**src/rtl/svif_fanout_pkg.sv**
```systemverilog
// ---------------------------------------------------------------------------
// svif_fanout_pkg
// Purpose : shared types and constants for the isolated fan-out block.
//           Holds the per-sink isolation state enum, the default parameter
//           values used by svif_fanout_iso / svif_iso_sink_fsm, and the width
//           of the optional error counter (SVIF_ISO_ERRCNT_EN builds).
// Ports   : none (package)
// ---------------------------------------------------------------------------
package svif_fanout_pkg;

    // Per-sink isolation sequence state
    typedef enum logic [1:0] {
        ON    = 2'd0,
        ENTER = 2'd1,
        ISO   = 2'd2,
        EXIT  = 2'd3
    } sink_state_e;

    localparam int DEF_BIT_WIDTH     = 2;
    localparam int DEF_NUM_SINKS     = 3;
    localparam int DEF_SETTLE_CYCLES = 4;

    localparam int                   ERR_CNT_W   = 8;
    localparam logic [ERR_CNT_W-1:0] ERR_CNT_MAX = '1;

endpackage

```
**src/rtl/svif_iso_sink_fsm.sv**
```systemverilog
// ---------------------------------------------------------------------------
// svif_iso_sink_fsm
// Purpose : one sink power domain's isolation sequencer plus its registered
//           data/valid output. Walks ON -> ENTER -> ISO -> EXIT -> ON with a
//           settle counter timing the ENTER and EXIT phases.
// Macro   : SVIF_ISO_ERRCNT_EN adds the err_window output (sink in ENTER/ISO).
// Ports   : ck, arst (async active-low)    clock / reset
//           src_data, src_valid             source-domain data and qualifier
//           src_pwr_ok                      source domain powered
//           iso_req                         isolation request for this sink
//           iso_ack                         sink fully isolated (ISO state)
//           snk_iso                         isolation enable to the sink
//           snk_data, snk_valid             registered sink data / qualifier
//           err_window (optional)           sink is in ENTER or ISO
// ---------------------------------------------------------------------------
module svif_iso_sink_fsm
    import svif_fanout_pkg::*;
#(
    parameter int                   BIT_WIDTH     = DEF_BIT_WIDTH,
    parameter int                   SETTLE_CYCLES = DEF_SETTLE_CYCLES,
    parameter logic [BIT_WIDTH-1:0] CLAMP_VAL     = '0
) (
    input  logic                 ck,
    input  logic                 arst,
    input  logic [BIT_WIDTH-1:0] src_data,
    input  logic                 src_valid,
    input  logic                 src_pwr_ok,
    input  logic                 iso_req,
    output logic                 iso_ack,
    output logic                 snk_iso,
    output logic [BIT_WIDTH-1:0] snk_data,
    output logic                 snk_valid
`ifdef SVIF_ISO_ERRCNT_EN
    ,
    output logic                 err_window
`endif
);

    localparam int             CNT_W    = $clog2(SETTLE_CYCLES + 1);
    localparam logic [CNT_W-1:0] CNT_LAST = CNT_W'(SETTLE_CYCLES - 1);

    sink_state_e            state_q, state_d;
    logic [CNT_W-1:0]       cnt_q, cnt_d;
    logic [BIT_WIDTH-1:0]   data_q, data_d;
    logic                   valid_q, valid_d;
    logic                   isolate;

    // Loss of source power is treated exactly like an explicit request.
    assign isolate = iso_req || !src_pwr_ok;

    always_comb begin
        state_d = state_q;
        cnt_d   = cnt_q;
        case (state_q)
            ON: begin
                if (isolate) begin
                    state_d = ENTER;
                    cnt_d   = '0;
                end
            end
            // ENTER cannot be aborted; it always runs to ISO.
            ENTER: begin
                if (cnt_q == CNT_LAST) begin
                    state_d = ISO;
                    cnt_d   = '0;
                end else begin
                    cnt_d = cnt_q + 1'b1;
                end
            end
            ISO: begin
                if (!isolate) begin
                    state_d = EXIT;
                    cnt_d   = '0;
                end
            end
            // A new request during EXIT restarts the full ENTER sequence.
            EXIT: begin
                if (isolate) begin
                    state_d = ENTER;
                    cnt_d   = '0;
                end else if (cnt_q == CNT_LAST) begin
                    state_d = ON;
                    cnt_d   = '0;
                end else begin
                    cnt_d = cnt_q + 1'b1;
                end
            end
            default: begin
                state_d = ISO;
                cnt_d   = '0;
            end
        endcase
    end

    // Data only passes while the sink is ON both before and after the edge,
    // so the first edge back into ON still shows the clamp value.
    always_comb begin
        data_d  = data_q;
        valid_d = 1'b0;
        if (state_d != ON) begin
            data_d = CLAMP_VAL;
        end else if ((state_q == ON) && src_valid) begin
            data_d  = src_data;
            valid_d = 1'b1;
        end
    end

    always_ff @(posedge ck or negedge arst) begin
        if (!arst) begin
            state_q <= ISO;
            cnt_q   <= '0;
            data_q  <= CLAMP_VAL;
            valid_q <= 1'b0;
        end else begin
            state_q <= state_d;
            cnt_q   <= cnt_d;
            data_q  <= data_d;
            valid_q <= valid_d;
        end
    end

    assign iso_ack   = (state_q == ISO);
    assign snk_iso   = (state_q != ON);
    assign snk_data  = data_q;
    assign snk_valid = valid_q;
`ifdef SVIF_ISO_ERRCNT_EN
    assign err_window = (state_q == ENTER) || (state_q == ISO);
`endif

endmodule

```
**src/rtl/svif_fanout_iso.sv**
```systemverilog
// ---------------------------------------------------------------------------
// svif_fanout_iso
// Purpose : fans one source-domain data vector out to NUM_SINKS independently
//           power-gated sink domains, each with its own isolation sequencer.
// Macro   : SVIF_ISO_ERRCNT_EN adds err_cnt, a saturating count of edges where
//           src_valid was high while any sink was entering or in isolation.
// Ports   : ck, arst (async active-low)    clock / reset
//           src_data, src_valid             source-domain data and qualifier
//           src_pwr_ok                      source domain powered
//           iso_req[NUM_SINKS]              per-sink isolation request
//           iso_ack[NUM_SINKS]              per-sink isolation complete
//           snk_iso[NUM_SINKS]              per-sink isolation enable
//           snk_data[NUM_SINKS*BIT_WIDTH]   sink i on [i*BIT_WIDTH +: BIT_WIDTH]
//           snk_valid[NUM_SINKS]            per-sink data qualifier
//           err_cnt[8] (optional)           saturating discarded-data count
// ---------------------------------------------------------------------------
module svif_fanout_iso
    import svif_fanout_pkg::*;
#(
    parameter int                   BIT_WIDTH     = DEF_BIT_WIDTH,
    parameter int                   NUM_SINKS     = DEF_NUM_SINKS,
    parameter int                   SETTLE_CYCLES = DEF_SETTLE_CYCLES,
    parameter logic [BIT_WIDTH-1:0] CLAMP_VAL     = '0
) (
    input  logic                           ck,
    input  logic                           arst,
    input  logic [BIT_WIDTH-1:0]           src_data,
    input  logic                           src_valid,
    input  logic                           src_pwr_ok,
    input  logic [NUM_SINKS-1:0]           iso_req,
    output logic [NUM_SINKS-1:0]           iso_ack,
    output logic [NUM_SINKS-1:0]           snk_iso,
    output logic [NUM_SINKS*BIT_WIDTH-1:0] snk_data,
    output logic [NUM_SINKS-1:0]           snk_valid
`ifdef SVIF_ISO_ERRCNT_EN
    ,
    output logic [ERR_CNT_W-1:0]           err_cnt
`endif
);

`ifdef SVIF_ISO_ERRCNT_EN
    logic [NUM_SINKS-1:0] err_window;
`endif

    for (genvar i = 0; i < NUM_SINKS; i++) begin : g_sink
        svif_iso_sink_fsm #(
            .BIT_WIDTH     (BIT_WIDTH),
            .SETTLE_CYCLES (SETTLE_CYCLES),
            .CLAMP_VAL     (CLAMP_VAL)
        ) u_sink (
            .ck         (ck),
            .arst       (arst),
            .src_data   (src_data),
            .src_valid  (src_valid),
            .src_pwr_ok (src_pwr_ok),
            .iso_req    (iso_req[i]),
            .iso_ack    (iso_ack[i]),
            .snk_iso    (snk_iso[i]),
            .snk_data   (snk_data[i*BIT_WIDTH +: BIT_WIDTH]),
            .snk_valid  (snk_valid[i])
`ifdef SVIF_ISO_ERRCNT_EN
            ,
            .err_window (err_window[i])
`endif
        );
    end

`ifdef SVIF_ISO_ERRCNT_EN
    logic [ERR_CNT_W-1:0] err_cnt_q, err_cnt_d;

    // Counts source data that no isolated/isolating sink could accept.
    always_comb begin
        err_cnt_d = err_cnt_q;
        if (src_valid && (|err_window) && (err_cnt_q != ERR_CNT_MAX)) begin
            err_cnt_d = err_cnt_q + 1'b1;
        end
    end

    always_ff @(posedge ck or negedge arst) begin
        if (!arst) begin
            err_cnt_q <= '0;
        end else begin
            err_cnt_q <= err_cnt_d;
        end
    end

    assign err_cnt = err_cnt_q;
`endif

endmodule

```
**config.mk**
```make
export PLATFORM = sky130hd
export DESIGN_NAME = svif_fanout_iso
export DESIGN_NICKNAME = d
export VERILOG_FILES = /design/src/rtl/svif_fanout_pkg.sv /design/src/rtl/svif_iso_sink_fsm.sv /design/src/rtl/svif_fanout_iso.sv
export SDC_FILE = /design/constraint.sdc
export NUM_CORES = 1
export LEC_CHECK = 0
export BUFFER_PORTS_ARGS = -buffer_cell sky130_fd_sc_hd__buf_2
export CORE_MARGIN = 2
export CORE_UTILIZATION = 58
export CTS_BUF_LIST = sky130_fd_sc_hd__clkbuf_4
export CTS_CLUSTER_SIZE = 30
export DETAILED_ROUTE_END_ITERATION = 8
export PLACE_DENSITY = 0.82
export SKIP_LAST_GASP = 1
export SLEW_MARGIN = 20
export SYNTH_ARGS = -nofsm -noshare
export SYNTH_HDL_FRONTEND = slang
export SYNTH_HIERARCHICAL = 1
export SYNTH_SLANG_ARGS = --single-unit
```
**constraint.sdc**
```tcl
create_clock -name ck -period 1.3 [get_ports ck]
set_input_delay 0.325 -clock ck [delete_from_list [all_inputs] [get_ports ck]]
set_output_delay 0.325 -clock ck [all_outputs]
set_load 0.005 [all_outputs]
```
==> metrics.md, run 1 <==
| Metric | Value |
|---|---|
| Status | finished, violations left |
| Failing checks | negative setup slack |
| Row count | 18 |
| Mapped Cells | 141 |
| Share of layout cells above drive strength 1 | 42.1% |
| Worst setup margin | -194 ps |
| Clock network power share | 10.5% |
| Max incr delay on CP | 600 ps |
| First-pass GRT wire length | 5150 µm |
| Startpoint Class | flop |
| Ports | 24 |
| Critical register-to-register path startpoint | g_sink[2].u_sink/state_q[1] |
| Worst path slowest cell | dfstp_2 |
| Die X-Extent | 54.2 µm |
| Final setup fails | 7 |
| Slew Limit Fails | 0 |
| Internal power | 2.07 mW |
| CP Capture Type | output pin |
| Dpl hpwl | 2210 µm |
| Syn Nets | 153 |
| Synth unique cells | 29 |
| Initial core utilization | 60.2% |
| Critical path, cell by cell | and2b_1, buf_2 |
| CP Class | flop to output pin |
| Max cap viols | 0 |
| Pre-CTS WS | 3.75 ps |
| Top post-synthesis cells by area | dfrtp_1 (36%), buf_6 (6.9%), dfstp_2 (5.4%) |
| Largest fanout on the critical path | 3 |
| Largest net degree at the start of global routing | 25 |
| Core area | 2430 µm² |
| Achievable clock frequency | 669 MHz |
| Area Overhead vs Synth | 25.8% |
| Power Total | 3.34 mW |
| Port bufs | 23 |
| Die area | 2940 µm² |
| WL per Instance | 16.3 µm |
| WP data arrival | 1170 ps |
| CP startpoint | g_sink[0].u_sink/state_q[1] |
| PwrDens | 1810 nW/µm² |
| Number of global-route vias before repair | 1173 |
| Mux contribution to synthesized area | 4.10% |
| Skew final | 6.76 ps |
| Die height | 54.2 µm |
| Tmin final | 1490 ps |
| Sequential area share after synthesis | 41.3% |
| Placer Congestion | 0.836 |
| DP Cell Count | 195 |
| Clk_lat worst skew | 300 ps |
| Final Cycle Share | 115% |
| Final Hold Fails | 0 |
| VDD IR-drop max | 1240 µV |
| Leakage | 0.863 nW |
| Worst hold path type | input port to flop |
| Hold WS | 317 ps |
| Hold path start | src_data[1] |
| Yosys Warn Count | 6 |
| Critical Path RT | 980 ps |
| Remaining DRCs | 0 |
| Total track usage | 24.9% |
| Sequential share of power | 34.1% |
| Post-Synth Simple-Gate Area | 26.4% |
| Cell area after synthesis | 1460 µm² |
| Non-filler instance count after layout | 220 |
| Synth Area in Compound Gates | 14.6% |
| 1st-pass router iterations | 4 |
| Final WL | 3600 µm |
| Vias per cell | 6.05 |
| Largest family of logic cells by synthesized area | simple AND/OR/NAND/NOR gates |
| Post-synthesis xor/xnor area fraction | 1.79% |
| Fin Setup TNS | -981 ps |
| Clk root buf | clkbuf_4 |
| Worst-margin pin slew | 536 ps |
| Global route total overflow | 0 |
| Post-synth top area cell | dfrtp_1 |
| Initial antenna violation count | 0 |
| Num Clock Sinks | 24 |
| Via count | 1331 |
| RSZ-0062 raised after global routing | true |
| Net Switching | 1.27 mW |
| Htree depth | 1 |
| Switching share of power | 38.1% |
| # nets final | 203 |
| Num CTS Buffers | 3 |
| Post-Syn Area per Cell | 10.4 µm² |
| Post-route ant nets | 0 |
| Synth top area share | 35.9% |
| #FFs+latches synth | 24 |
| Logic pwr share | 55.4% |
| Initial DRC count | 36 |
| N_diodes | 0 |
| Slew HR | 64.3% |
| Post-Synth Adder-Cell Area | 2.56% |
| CTS tree | yes |
| CTS max path bufs | 2 |
| CTS clk-pin slew, worst paths | 130 ps |
## power by group through the flow
| stage | sequential [mW] | clock (mW) | combinational (mW) |
|---|---|---|---|
| floorplan | 1.04 | 0 | 1.23 |
| global route | 1.16 | 0.393 | 2.01 |
| CTS | 1.12 | 0.361 | 1.60 |
| detailed placement | 1.21 | 0 | 1.32 |
| finish | 1.14 | 0.351 | 1.85 |
| global placement | 1.19 | 0 | 1.25 |
## through the flow
stage	util (%)	cell area, µm²
after floorplan	-	1460
after global placement	65.4	1590
after global routing	75.7	1840
final	75.7	1840
after detailed placement	65.4	1590
after CTS	71.5	1740
## area by class of cell
type,instances,area [µm²]
multi-input combinational,99,753
sequential,24,608
fill,149,591
timing repair buffer,54,379
tap,30,37.5
inverter,9,33.8
clock buffer,4,30.0
## cells in the mapped netlist
cell,instances
xnor2_1,3
nand2b_1,3
and2b_1,6
nand2b_2,3
nor2b_1,3
and4bb_2,3
a21boi_0,3
a22oi_1,3
nor2_1,9
a31oi_1,3
o211ai_1,6
o21ai_0,3
o22ai_1,3
and4b_1,3
nand2_1,6
buf_6,9
nand3_1,9
nand4_1,3
nor3b_4,3
and3_1,3
inv_1,9
ha_1,3
nor3_1,3
a21oi_1,3
dfstp_2,3
mux2i_1,6
dfrtp_1,21
a221o_1,3
o311ai_1,3
## cell families (layout without fill, tap and decap cells)
family / count (synthesis) / after routing
mux: 6 / 6
flops: 24 / 24
compound gates: 30 / 30
fa+ha+maj: 3 / 3
xor+xnor: 3 / 3
simple gates: 57 / 57
buf+inv: 18 / 67
## what timing repair did
action	in CTS	in global routing
endpoints found under the setup margin	6	18
gates resized for setup	6	15
pin swaps	0	7
hold buffers	1	0
setup buffers	13	8
endpoints found under the hold margin	21	0
## metal layers
layer	GRT usage [%]	share of wire, %	vias to the layer above
li1	-	-	616
met1	29.6	42	659
met2	44.8	53	48
met3	3.55	3.8	8
met4	10.4	2.0	0
met5	0	0	-
## cells in the final DEF, fill, tap and decap left out, types with 4 or more instances in the layout
| cell type | count |
|---|---|
| nand2_1 | 6 |
| inv_1 | 8 |
| nor2_1 | 7 |
| clkbuf_4 | 4 |
| o211ai_1 | 6 |
| nand3_1 | 9 |
| buf_2 | 22 |
| buf_4 | 24 |
| buf_6 | 7 |
| mux2i_1 | 6 |
| dfrtp_1 | 18 |
| and2b_1 | 4 |
## worst max-delay path, delay by kind of cell (launching register included)
kind,cells,cell delay (ps)
AND/OR/NAND/NOR,1,160
flip-flops,1,600
buffers and inverters,1,110
## worst paths after layout
kind                                                 to  slack [ps]  depth (start not counted)
min reg2reg                   g_sink[2].u_sink/cnt_q[2]         550                          2
max                                          iso_ack[0]        -190                          2
max in group asynchronous   g_sink[0].u_sink/state_q[0]         390                          2
min                        g_sink[1].u_sink/snk_data[1]         320                          3
min in group asynchronous     g_sink[0].u_sink/cnt_q[1]         520                          2
max reg2reg                 g_sink[2].u_sink/state_q[0]         -40                          5
## state kept, by name, summed over array words and instances (netlist names)
name                     count
g_sink.u_sink/snk_data       6
g_sink.u_sink/state_q        6
g_sink.u_sink/cnt_q          9
g_sink.u_sink/snk_valid      3
Power figures use the tool's default switching activity.
==> run 2: changes to the inputs <==
--- a/config.mk
+++ b/config.mk
@@ -6,7 +6,6 @@
 export NUM_CORES = 1
 export LEC_CHECK = 0
 export BUFFER_PORTS_ARGS = -buffer_cell sky130_fd_sc_hd__buf_2
-export CORE_MARGIN = 2
 export CORE_UTILIZATION = 58
 export CTS_BUF_LIST = sky130_fd_sc_hd__clkbuf_4
 export CTS_CLUSTER_SIZE = 30
==> run 2 against run 1 <==
Against the previous run: the flow still finishes with violations (negative setup slack); clock skew increased by 1.5 ps; count of clock-buffer cells in the layout down 1; first-iteration DRC count shrank 58%; via count shrank 6.3%; combinational power fell by 5%; total power decreased by 3.9%; flip-flop and latch count unchanged; critical path depth stayed put; worst setup slack got worse by 36 ps; maximum frequency shrank 2.4%; clock power fell by 5%; largest cell class unchanged.
==> metrics.md, run 2 (synthesis gave the netlist of run 1 again) <==
| Metric | Value |
|---|---|
| Status | finished, violations left |
| Failing checks | negative setup slack |
| Placed cell area | 1570 µm² (-1.1%) |
| Final Cycle Share | 118% (+2.8 points) |
| Post-route cell area | 1760 µm² (-4.3%) |
| CTS clk-pin slew, worst paths | 130 ps (about the same) |
| PwrDens | 1820 nW/µm² (+0.40%) |
| Ports | 24 (unchanged) |
| Dpl hpwl | 2140 µm (-3.4%) |
| CP Buf/Inv Count | 1 (unchanged) |
| Num Clock Sinks | 24 (unchanged) |
| Largest fanout on the critical path | 4 (+1) |
| Most frequent cells in the layout | buf_2 (22), buf_4 (20), dfrtp_1 (18) |
| Max reg flops | 9 (unchanged) |
| Clk root buf | clkbuf_4 |
| Final Hold Fails | 0 (unchanged) |
| Largest net degree at the start of global routing | 25 (unchanged) |
| Htree depth | 1 (unchanged) |
| CTS max path bufs | 2 (unchanged) |
| Reg-to-Reg End | g_sink[0].u_sink/snk_data[1] |
| Leading cell type in the layout, fill and taps excluded | buf_2 |
| Tmin final | 1530 ps (+36.2 ps) |
| Achievable clock frequency | 654 MHz (-2.4%) |
| Critical path, cell by cell | and2b_1, buf_2 |
| CP Class | flop to output pin |
| 1st-pass router iterations | 4 (unchanged) |
| CP Capture Type | output pin |
| Final WL | 3170 µm (-12%) |
| WHS Path Cells | 3 (unchanged) |
| Critical register-to-register path startpoint | g_sink[0].u_sink/state_q[1] |
| Hold WS | 300 ps (-17.1 ps) |
| # nets final | 195 (-3.9%) |
| Worst-margin pin slew | 516 ps (-20.2 ps) |
| Max incr delay on CP | 620 ps (+20 ps) |
| Die X-Extent | 52.2 µm (-3.7%) |
| Via count | 1247 (-6.3%) |
| Worst hold path type | input port to flop |
| Total track usage | 25.1% (+0.17 points) |
| WP data arrival | 1200 ps (+30 ps) |
| Post-route ant nets | 0 (unchanged) |
| CTS tree | yes |
| Worst path slowest cell | dfstp_2 |
| CP delay by family, top | flip-flops |
| Fin Setup TNS | -1120 ps (-135 ps) |
| Hold path start | src_data[1] |
| Worst r2r path cells | 5 (unchanged) |
| Vias per cell | 5.94 (-1.8%) |
| Leakage | 0.817 nW (-5.3%) |
| Startpoint Class | flop |
| Slew Limit Fails | 0 (unchanged) |
| Row count | 17 (-1) |
| Port bufs | 23 (unchanged) |
| Initial core utilization | 63.7% (+3.5 points) |
| Max cap viols | 0 (unchanged) |
| Area Overhead vs Synth | 20.4% |
| Slew HR | 65.6% (+1.3 points) |
| N_diodes | 0 (unchanged) |
| Initial antenna violation count | 0 (unchanged) |
| Power Total | 3.21 mW (-3.9%) |
| Hold path endpoint | g_sink[2].u_sink/snk_data[1] |
| Worst setup margin | -230 ps (-36.2 ps) |
| Clk_lat worst skew | 310 ps (about the same) |
| WL per Instance | 15.1 µm (-7.7%) |
| Number of global-route vias before repair | 1128 (-3.8%) |
| Core area | 2300 µm² (-5.6%) |
| R2r setup slk | -40 ps (about the same) |
| Die height | 52.2 µm (-3.7%) |
| First-pass GRT wire length | 4920 µm (-4.6%) |
| Placer Congestion | 0.869 (+3.9%) |
| Global route total overflow | 0 (unchanged) |
| Final setup fails | 8 (+1) |
| Critical Path RT | 980 ps (about the same) |
| Initial DRC count | 15 (-58%) |
| Skew final | 8.29 ps (+1.53 ps) |
| RSZ-0062 raised after global routing | true |
| Biggest register | g_sink.u_sink/cnt_q |
| VDD IR-drop max | 1310 µV (+5.8%) |
| Num CTS Buffers | 3 (unchanged) |
| Remaining DRCs | 0 (unchanged) |
| Die area | 2730 µm² (-7.2%) |
| Share of layout cells above drive strength 1 | 38.5% (-3.6 points) |
[run 2: report_power, final]
part	internal [mW]	switching (mW)	leakage (nW)	total, mW
Clock	0.112	0.221	0.0154	0.333
Sequential	0.949	0.180	0.301	1.13
Combinational	0.904	0.841	0.501	1.75
Total	1.97	1.24	0.817	3.21
[run 2: area by class of cell]
type	instances	area, µm²
clock buffers	3	22.5
clock inverters	1	3.75
fillers	147	534
inverters	9	33.8
multi-input cells	99	756
flip-flops and latches	24	608
well taps	28	35.0
repair buffers	46	304
[run 2: layer usage]
layer  wire [µm]  global-route usage, %  vias up  part of all wire, %
li1            -                      -      603                    -
met2        1580                   41.7       37                   50
met1        1420                   33.3      600                   45
met5           0                      0        -                    0
met4          43                   10.5        0                  1.4
met3         123                   2.61        7                  3.9
[run 2: worst max path at each step]
stage | endpoint | cells after the start | slack [ps] | start
final | iso_ack[0] | 2 | -230 | g_sink[0].u_sink/state_q[1]
after global routing | iso_ack[0] | 2 | -260 | g_sink[0].u_sink/state_q[1]
after CTS | iso_ack[2] | 2 | -200 | g_sink[2].u_sink/state_q[1]
after detailed placement | g_sink[1].u_sink/state_q[0] | 4 | -6 | src_pwr_ok
after global placement | iso_ack[0] | 2 | 70 | g_sink[0].u_sink/state_q[0]
after floorplan | g_sink[0].u_sink/snk_data[0] | 4 | 180 | g_sink[0].u_sink/cnt_q[0]
[run 2: what timing repair did]
item | in CTS | in global routing
resized for setup | 6 | 11
endpoints found under the setup margin | 6 | 18
endpoints found under the hold margin | 21 | 0
pin swaps | 1 | 3
hold buffers | 1 | 0
setup buffers | 11 | 4
[run 2: through the flow]
stage	util, %	instances	setup slack (ps)
after floorplan	-	141	175
after global placement	68.5	191	66.4
after detailed placement	68.5	191	-6.10
after CTS	74.1	207	-201
after global routing	76.7	210	-258
final	76.7	210	-230
[run 2: worst register-to-register path: cells and delay by family, from the launching register on]
kind | cells | cell delay [ps]
AOI/OAI and AO/OA | 1 | 90
DFF | 1 | 620
buffers and inverters | 2 | 210
and+or+nand+nor | 2 | 360
